`config.mk`:
```
export PLATFORM = sky130hd
export DESIGN_NAME = fetch_ctrl
export DESIGN_NICKNAME = d
export VERILOG_FILES = /design/src/rtl/mips_pkg.sv /design/src/rtl/fetch_ctrl.sv
export SDC_FILE = /design/constraint.sdc
export NUM_CORES = 1
export LEC_CHECK = 0
export ABC_AREA = 1
export BUFFER_PORTS_ARGS = -buffer_cell sky130_fd_sc_hd__clkbuf_2
export CAP_MARGIN = 30
export CORE_MARGIN = 2
export CORE_UTILIZATION = 23
export DETAILED_ROUTE_END_ITERATION = 10
export PLACE_DENSITY = 0.41
export SLEW_MARGIN = 5
export SYNTH_ARGS = -nofsm -noshare
export SYNTH_HDL_FRONTEND = slang
export SYNTH_SLANG_ARGS = --single-unit
export TNS_END_PERCENT = 30
```
`constraint.sdc`:
```
create_clock -name clk -period 2.96 [get_ports clk]
set_clock_uncertainty 0.15 [all_clocks]
set_input_delay 0.444 -clock clk [delete_from_list [all_inputs] [get_ports clk]]
set_output_delay 0.444 -clock clk [all_outputs]
set_load 0.01 [all_outputs]
```
`src/rtl/mips_pkg.sv`:
```
// rtl/mips_pkg.sv - shared MIPS front-end types and vector constants
package mips_pkg;

    localparam logic [31:0] RESET_VECTOR = 32'hBFC00000;
    localparam logic [31:0] EXC_VECTOR   = 32'hBFC00380;

    typedef enum logic [1:0] {
        IDLE  = 2'd0,
        FETCH = 2'd1,
        HOLD  = 2'd2,
        DRAIN = 2'd3
    } fetch_state_t;

endpackage

```
`src/rtl/fetch_ctrl.sv`:
```
// rtl/fetch_ctrl.sv - instruction fetch sequencer between PC register, imem and decode
module fetch_ctrl #(
    parameter int                 WIDTH      = 32,
    parameter logic [WIDTH-1:0]   EXC_VECTOR = WIDTH'(mips_pkg::EXC_VECTOR)
) (
    input  logic             clk,
    input  logic             reset,
    input  logic [WIDTH-1:0] pc_q,
    output logic             pc_en,
    output logic [WIDTH-1:0] pc_d,
    output logic             imem_req,
    output logic [WIDTH-1:0] imem_addr,
    input  logic             imem_ack,
    input  logic [WIDTH-1:0] imem_rdata,
    output logic             instr_valid,
    output logic [WIDTH-1:0] instr,
    output logic [WIDTH-1:0] instr_pc,
    input  logic             instr_ready,
    input  logic             redir_valid,
    input  logic [WIDTH-1:0] redir_target,
    input  logic             exc
);
    import mips_pkg::*;

    localparam logic [WIDTH-1:0] WORD_MASK = ~WIDTH'(3);

    fetch_state_t     state, state_nxt;
    logic [WIDTH-1:0] pend_q, pend_nxt;
    logic             pend_exc_q, pend_exc_nxt;
    logic             capture;
    logic             redirect;
    logic [WIDTH-1:0] redir_tgt;

    // Exception wins over a branch redirect raised in the same cycle.
    assign redirect  = exc | redir_valid;
    assign redir_tgt = exc ? (EXC_VECTOR & WORD_MASK) : (redir_target & WORD_MASK);

    always_ff @(posedge clk or negedge reset) begin
        if (!reset) begin
            state      <= IDLE;
            pend_q     <= '0;
            pend_exc_q <= 1'b0;
            instr      <= '0;
            instr_pc   <= '0;
        end else begin
            state      <= state_nxt;
            pend_q     <= pend_nxt;
            pend_exc_q <= pend_exc_nxt;
            if (capture) begin
                instr    <= imem_rdata;
                instr_pc <= pc_q;
            end
        end
    end

    always_comb begin
        state_nxt    = state;
        pend_nxt     = pend_q;
        pend_exc_nxt = pend_exc_q;
        capture      = 1'b0;
        pc_en        = 1'b0;
        pc_d         = '0;
        imem_req     = 1'b0;
        imem_addr    = '0;
        instr_valid  = 1'b0;

        case (state)
            IDLE: begin
                if (redirect) begin
                    pc_en = 1'b1;
                    pc_d  = redir_tgt;
                end
                state_nxt = FETCH;
            end
            FETCH: begin
                imem_req  = 1'b1;
                imem_addr = pc_q;
                if (imem_ack) begin
                    pc_en = 1'b1;
                    if (redirect) begin
                        pc_d = redir_tgt;
                    end else begin
                        pc_d      = pc_q + WIDTH'(4);
                        capture   = 1'b1;
                        state_nxt = HOLD;
                    end
                end else if (redirect) begin
                    pend_nxt     = redir_tgt;
                    pend_exc_nxt = exc;
                    state_nxt    = DRAIN;
                end
            end
            HOLD: begin
                instr_valid = 1'b1;
                if (redirect) begin
                    pc_en     = 1'b1;
                    pc_d      = redir_tgt;
                    state_nxt = FETCH;
                end else if (instr_ready) begin
                    state_nxt = FETCH;
                end
            end
            DRAIN: begin
                imem_req  = 1'b1;
                imem_addr = pc_q;
                // A pending exception cannot be displaced by a plain branch redirect.
                if (redirect && !(pend_exc_q && !exc)) begin
                    pend_nxt     = redir_tgt;
                    pend_exc_nxt = exc;
                end
                if (imem_ack) begin
                    pc_en        = 1'b1;
                    pc_d         = pend_nxt;
                    pend_exc_nxt = 1'b0;
                    state_nxt    = FETCH;
                end
            end
            default: state_nxt = IDLE;
        endcase

        if (!reset) begin
            pc_en       = 1'b0;
            pc_d        = '0;
            imem_req    = 1'b0;
            imem_addr   = '0;
            instr_valid = 1'b0;
        end
    end

endmodule

```
# ---- After elaboration in Yosys (flattened, before gate mapping)
# Index checks and enable logic that the tools add are counted.
dict set report word_totals {
  elab_cells 64
  output_inout_bits 131
  register_bits 99
  inputBits 102
}
dict set report classes {
  bitwise_logic 1
  n_reduce_logical 11
  muxes 36
  n_eq_ne 10
  n_addsub 1
}
# cell count
set op_table {}
lappend op_table {{$mux 32} 11}
lappend op_table {{$pmux 32 s3} 1}
lappend op_table {{$pmux 32 s2} 1}
lappend op_table {{$add 32x3->32 const B} 1}
lappend op_table {{$mux 1} 14}
lappend op_table {{$mux 2} 6}
lappend op_table {{$ne 3x3->1 const B} 4}
lappend op_table {{$pmux 2 s4} 1}
lappend op_table {{$reduce_and 4->1} 2}
lappend op_table {{$ne 2x2->1 const B} 3}
lappend op_table {{$eq 2x2->1 const B} 2}
lappend op_table {{$pmux 1 s2} 2}
lappend op_table {{$reduce_or 2->1} 2}
lappend op_table {{$reduce_and 3->1} 1}
lappend op_table {{$eq 2x1->1 const B} 1}
lappend op_table {{$logic_and 1x1->1} 2}
lappend op_table {{$logic_not 1->1} 2}
lappend op_table {{$logic_not 2->1} 1}
lappend op_table {{$reduce_bool 2->1} 1}
lappend op_table {{$or 1x1->1} 1}

# ---- Logic depth before layout (Yosys ltp)
# Gate-level depths: netlist (run 1).
dict set report logic_depth {
  depth_word 8
  depth_mapped 11
  depth_no_buf 11
}

# ---- Least setup slack after synthesis (run 1)
# No wires, ideal clock.
dict set report synth_timing {
  kind {input to output}
  from {input port exc}
  to {output port pc_d[2]}
  stages 10
  setup_slack_ns 0.745
  path_buffers 3
  required_time_ns 2.366
  arrival_time_ns 1.621
  cell_sequence {buf_6 > nor2_8 > nand2_2 > nor2_4 > inv_2 > buf_6 > buf_2 > nor2_2 > a31oi_1 > a21oi_1}
}
dict set report synth_between {
  elab_chain_len 8
  elab_cells_between_ends 13
  classes_between {mux (8); bitwise (1); reduce/logical (4)}
}
# element line
set synth_lines {}
lappend synth_lines {{start: declaration} fetch_ctrl.sv:21} ;# input logic exc
lappend synth_lines {{$logic_not 1->1} fetch_ctrl.sv:107} ;# if (redirect && !(pend_exc_q && !exc)) begin
lappend synth_lines {{$logic_and 1x1->1} fetch_ctrl.sv:107}
lappend synth_lines {{$logic_not 1->1} fetch_ctrl.sv:107}
lappend synth_lines {{$logic_and 1x1->1} fetch_ctrl.sv:107}
lappend synth_lines {{$mux 32} fetch_ctrl.sv:107}
lappend synth_lines {{$mux 32} fetch_ctrl.sv:111} ;# if (imem_ack) begin
lappend synth_lines {{$pmux 32 s3 *} fetch_ctrl.sv:67} ;# case (state)
lappend synth_lines {{$mux 32 *} fetch_ctrl.sv:121} ;# if (!reset) begin
lappend synth_lines {{end: declaration} fetch_ctrl.sv:10} ;# output logic [WIDTH-1:0] pc_d,
# Mark *: on every way between the ends. The rest lies on a longest branch, timed or not.

# ---- Worst setup path after layout (run 1)
dict set report layout_timing {
  from {input port reset}
  to {output port imem_addr[2]}
}
dict set report layout_between {
  elab_chain_len 1
}
# element line
set layout_lines {}
lappend layout_lines {{start: declaration} fetch_ctrl.sv:7} ;# input logic reset,
lappend layout_lines {{$mux 32} fetch_ctrl.sv:121}
lappend layout_lines {{end: declaration} fetch_ctrl.sv:12} ;# output logic [WIDTH-1:0] imem_addr,
# No other way between the ends.

==> impl_metrics.tcl, run 1 <==
set metrics [dict create \
    busiest_layer "met2" \
    netlist_area_um2 6300 \
    grt_pass1_vias 6764 \
    rsz0062_at_grt "yes" \
    initial_utilization 0.234 \
    max_freq_mhz 357 \
    p_total_mw 6.26 \
    die_area_um2 28700 \
    ys_top_cells_by_area "dfrtp_1 39%, nand2_1 19%, nor2_1 8.0%" \
    syn_inst 971 \
    critical_path_class "in -> out" \
    avgSynthCellArea_um2 6.49 \
    grtUsageTotal 0.186 \
    synthAdderAreaFrac 0.00199 \
    io_buffer_count 230 \
    drive_above_1_share 0.251 \
    setup_viol 0 \
    chipHeight_um 169 \
    dp_slack_ps 225 \
    status "complete, no violations" \
    io_pins 233 \
    syn2layout_area_growth_pct 30.4 \
    power_frac_comb 0.437 \
    cts_buffers 9 \
    tightestPinTransition_ps 793 \
    async_flop_share 1.00 \
    routed_wl_mm 26.9 \
    seqPwrFrac 0.368 \
    slew_violations 0 \
    synth_xor_area_frac 0.00139 \
    synth_mux_area_frac 0 \
    fin_nets 1295 \
    insertion_delay_ps 350 \
    cp_max_fo 20 \
    maxSlewHeadroom 0.471 \
    die_w_um 169 \
    synthDistinctLibCells 35 \
    worstSetupEndpointType "primary output" \
    critPathMaxStageDelay_ps 530 \
    irDropWorstVdd_mv 0.283 \
    power.internal_mw 3.63 \
    gp_congestion 0.895 \
    ant_nets 0 \
    critical-path-top-delay-family "buffers and inverters" \
    grt-ovfl-total 0 \
    root_buffer "clkbuf_16" \
    clockPowerShare 0.195 \
    fin_setup_tns_ps 0 \
    p_sw_frac 0.420 \
    clock_path_buffers 2 \
    antenna_found_initial 4 \
    vias_per_cell 4.60 \
    critPathArrivalTime_ps 2210 \
    cts_tree "done" \
    synth.most_common_cell "nand2_1" \
    grtUsageMet3 0.0331 \
    hpwl_mm 20.8 \
    yosysSeqAreaShare 0.393 \
    core_area_um2 27000 \
    p_sw_mw 2.63 \
    first_pass_iters 5 \
    start_kind "primary input" \
    whs_ps 130 \
    cpMostUsedCell "buf_4" \
    synth_seq_cells 99 \
    post_cts_buffers 0 \
    avgRoutedWirePerCell_um 17.4 \
    yosys_warnings 0 \
    worst_slack_ps 160 \
    cts_sinks 99 \
    synth_top_family_by_area "simple AND/OR/NAND/NOR gates" \
    hold_viol 0 \
    yosysTopAreaCell "dfrtp_1" \
    synth_top_cell_area_share 0.393 \
    grt_max_degree 77 \
    final.period_utilization 0.946 \
    synth-simple-area-share 0.339 \
    crit_required_ps 2370 \
    grtUsageMet2 0.295 \
    cpMaxStageDelayCell "dlygate4sd3_1" \
    fin_crit_ps 2800 \
    drv_cap 0 \
    worstPathCellList "dlygate4sd3_1, buf_4, buf_4, nand2_1, buf_4, nor2_1, clkbuf_2" \
    drtIter0Drc 462 \
    p_leak_nw 4.27 \
    vias 7089 \
    min_path_type "in -> reg" \
    powerDensity_nw_per_um2 763 \
    num_rows 60 \
    synth-main-ff-cell "dfrtp_1" \
    use_met1 0.259 \
    cts_max_level 3 \
    synth_edf_count 0 \
    grt_pass1_wl_mm 40.6 \
    cp_num_buf_inv 5 \
    clk_pin_slew_ps 80 \
    drc 0 \
    synth_common_cells "322 x nand2_1, 134 x nor2_1, 99 x dfrtp_1" \
    synth_compound_area_frac 0.172 \
    synth_fp_nets 1074 \
]
what timing repair did:
action | CTS | global route
hold endpoints to repair | 13 | 0
hold buffers | 1 | 0
setup endpoints to repair | 0 | 7
gates resized for setup | 0 | 4
cells by family (layout without fill, tap and decap cells):
kind of cell,after synthesis,count (layout)
AOI/OAI and AO/OA,199,199
xor gates and xnor gates,1,1
adders and majority gates,1,1
buffers and inverters,141,367
DFF,99,99
other,0,2
and+or+nand+nor,530,530
sequential cells by signal (all words and copies together), names as in the netlist:
register and count:
instr 32, instr_pc 32, pend_q 32, state 2, pend_exc_q 1
power groups by stage:
stage / Sequential, mW / Clock, mW / Combinational (mW)
final: 2.30 / 1.22 / 2.74
after global placement: 2.31 / 0 / 2.76
after detailed placement: 2.33 / 0 / 2.76
after global routing: 2.38 / 1.32 / 3.09
after CTS: 2.30 / 1.27 / 2.77
after floorplan: 2.49 / 0 / 1.43
metrics by stage:
stage / cells / util / cell area [µm²]
finish: 1540 / 0.305 / 8210
global route: 1540 / 0.305 / 8210
CTS: 1538 / 0.304 / 8200
detailed placement: 1521 / 0.293 / 7890
global placement: 1521 / 0.293 / 7890
floorplan: 971 / - / 6300
path summary, 6_finish.rpt:
kind	slack, ps	to	startpoint	cells past startpoint
max in group asynchronous	930	instr[10]	reset	4
worst max register to register	880	pend_q[23]	state[0]	8
worst min-delay path	130	instr[11]	imem_rdata[11]	3
worst min register to register	320	instr[2]	instr[2]	2
worst max-delay path	160	imem_addr[2]	reset	7
min in group asynchronous	520	pend_q[4]	reset	3
layout by cell type, fill, tap and decap left out, types with 6 or more instances in the layout:
cell       Yosys  final
a21oi_1       81     81
buf_4          3     30
clkbuf_16      0      9
clkbuf_2       0    229
dfrtp_1       99     99
inv_1         81     81
inv_2          7      6
nand2_1      322    322
nand3_1       44     44
nand4_1       10     10
nor2_1       134    133
nor2_2         8      9
o21ai_0       40     40
o21ai_1       43     43
o22a_1         9      9
o22ai_1       10     10
layer usage:
| layer | vias up | share of wire |
|---|---|---|
| met3 | 26 | 0.057 |
| met4 | 2 | 0.019 |
| met5 | - | 0.00041 |
| li1 | 3564 | - |
| met1 | 3271 | 0.48 |
| met2 | 226 | 0.44 |
tightest hold or removal path: cells and delay by family:
| family | cells | cell delay, ps |
|---|---|---|
| buffers and inverters | 1 | 70 |
| and+or+nand+nor | 2 | 90 |
final cells by class:
class | instances | area [µm²]
Fill cell | 3072 | 18700
Clock inverter | 6 | 57.6
Multi-Input combinational cell | 731 | 3240
Antenna cell | 2 | 5.00
Tap cell | 341 | 427
Timing Repair Buffer | 262 | 1420
Clock buffer | 10 | 239
Sequential cell | 99 | 2480
Inverter | 89 | 339
Power figures use the tool's default switching activity.
==> run 2, diff against run 1 <==
Settings changed: CORE_ASPECT_RATIO from default to 1.75.
==> impl_metrics.tcl, run 2 (synthesized netlist as in run 1, its figures left out) <==
set metrics [dict create \
    worst_slack_ps 146 \
    powerDensity_nw_per_um2 764 \
    nFillCells 3117 \
    vias 7058 \
    initial_utilization 0.232 \
    fin_nets 1301 \
    hold_viol 0 \
    final.period_utilization 0.951 \
    start_kind "flop" \
    tightestPinTransition_ps 595 \
    dp_slack_ps 109 \
    most-common-layout-cells "321 x nand2_1, 229 x clkbuf_2, 130 x nor2_1" \
    clock_path_buffers 2 \
    critical_path_class "reg -> out" \
    grt-ovfl-total 0 \
    vias_per_cell 4.49 \
    cts_max_level 3 \
    worstSetupEndpointType "primary output" \
    syn2layout_area_growth_pct 33.2 \
    drv_cap 0 \
    p_total_mw 6.40 \
    gp_congestion 0.883 \
    grt_pass1_wl_mm 39.6 \
    drive_above_1_share 0.259 \
    dp.cells 1555 \
    grt_max_degree 98 \
    p_leak_nw 4.33 \
    max_freq_mhz 355 \
    status "complete, no violations" \
    cts_sinks 99 \
    antenna_found_initial 1 \
    slew_violations 0 \
    top_regs "instr x32, instr_pc x32, pend_q x32" \
    rrSetupSlack_ps 1010 \
    crit_required_ps 2370 \
    stdcell_count 1573 \
    grt_pass1_vias 6751 \
    cts_tree "done" \
    clk_pin_slew_ps 80 \
    root_buffer "clkbuf_16" \
    ant_nets 0 \
    drtIter0Drc 368 \
    min_path_type "in -> reg" \
    irDropWorstVdd_mv 0.314 \
    die_area_um2 28800 \
    drc 0 \
    io_buffer_count 230 \
    final_common_cell "nand2_1" \
    io_pins 233 \
    fin_crit_ps 2810 \
    avgRoutedWirePerCell_um 17.0 \
    first_pass_iters 6 \
    chipHeight_um 223 \
    die_w_um 129 \
    maxSlewHeadroom 0.603 \
    hpwl_mm 21.0 \
    core_area_um2 27100 \
    insertion_delay_ps 380 \
    grtUsageTotal 0.186 \
    num_rows 80 \
    cp_max_fo 20 \
    finish.utilization 0.309 \
    setup_viol 0 \
    routed_wl_mm 26.7 \
    cts_buffers 9 \
    critPathArrivalTime_ps 2220 \
]
==> run 2: changes by cell type in the layout (fill, tap and decap cells not counted), sizes merged <==
cell and change:
diode -1, buf +6, bufinv +1, clkbuf -1
==> run 2: path summary, 6_finish.rpt <==
| kind | cells after the start | to | from |
|---|---|---|---|
| worst max-delay path | 10 | pc_d[11] | state[1] |
| worst min-delay path | 3 | instr[24] | imem_rdata[24] |
| worst max register to register | 8 | pend_q[4] | state[1] |
| worst min register to register | 2 | instr[31] | instr[31] |
| max in group asynchronous | 3 | instr_pc[27] | reset |
| min in group asynchronous | 2 | pend_q[1] | reset |
==> run 2: metal layers <==
metal	wire length (µm)	track usage
met1	10600	0.212
met3	1100	0.0245
met2	13700	0.323
met4	1270	0.113
met5	0	0
==> run 2: metrics by stage <==
stage	hold slack, ps	instance area (µm²)	TNS [ps]
global route	104	8390	-11.3
detailed placement	130	8020	0
finish	103	8390	0
floorplan	-1.59	6300	0
global placement	129	8020	0
CTS	80.9	8360	0
==> run 2: critical path, cell delays in order (launching register included) <==
cell and delay, ps:
dfrtp_1 450, inv_1 100, nand2_1 110, nor2_4 180, inv_4 140, nor2_1 150, nand2_1 80, o21ai_1 80
o21ai_1 80, a21oi_1 260, clkbuf_2 190
==> run 2: report_power, final <==
group          switching, mW  internal (mW)
Sequential             0.328           1.98
Clock                  0.655          0.687
Combinational           1.70           1.06
==> run 2: area by class of cell <==
class / instances / area (µm²) / area share
inverter: 89 / 337 / 0.0401
sequential: 99 / 2480 / 0.295
multi-input combinational: 731 / 3260 / 0.389
clock buffer: 9 / 225 / 0.0269
antenna: 1 / 2.50 / 0.000298
clock inverter: 7 / 103 / 0.0122
tap: 369 / 462 / 0.0551
timing repair buffer: 268 / 1520 / 0.181
==> run 2: timing repair <==
item,in CTS,in global routing
hold buffers,1,0
buffers inserted,0,0
endpoints found under the hold margin,2,0
endpoints found under the setup margin,0,15
gates resized for setup,0,9
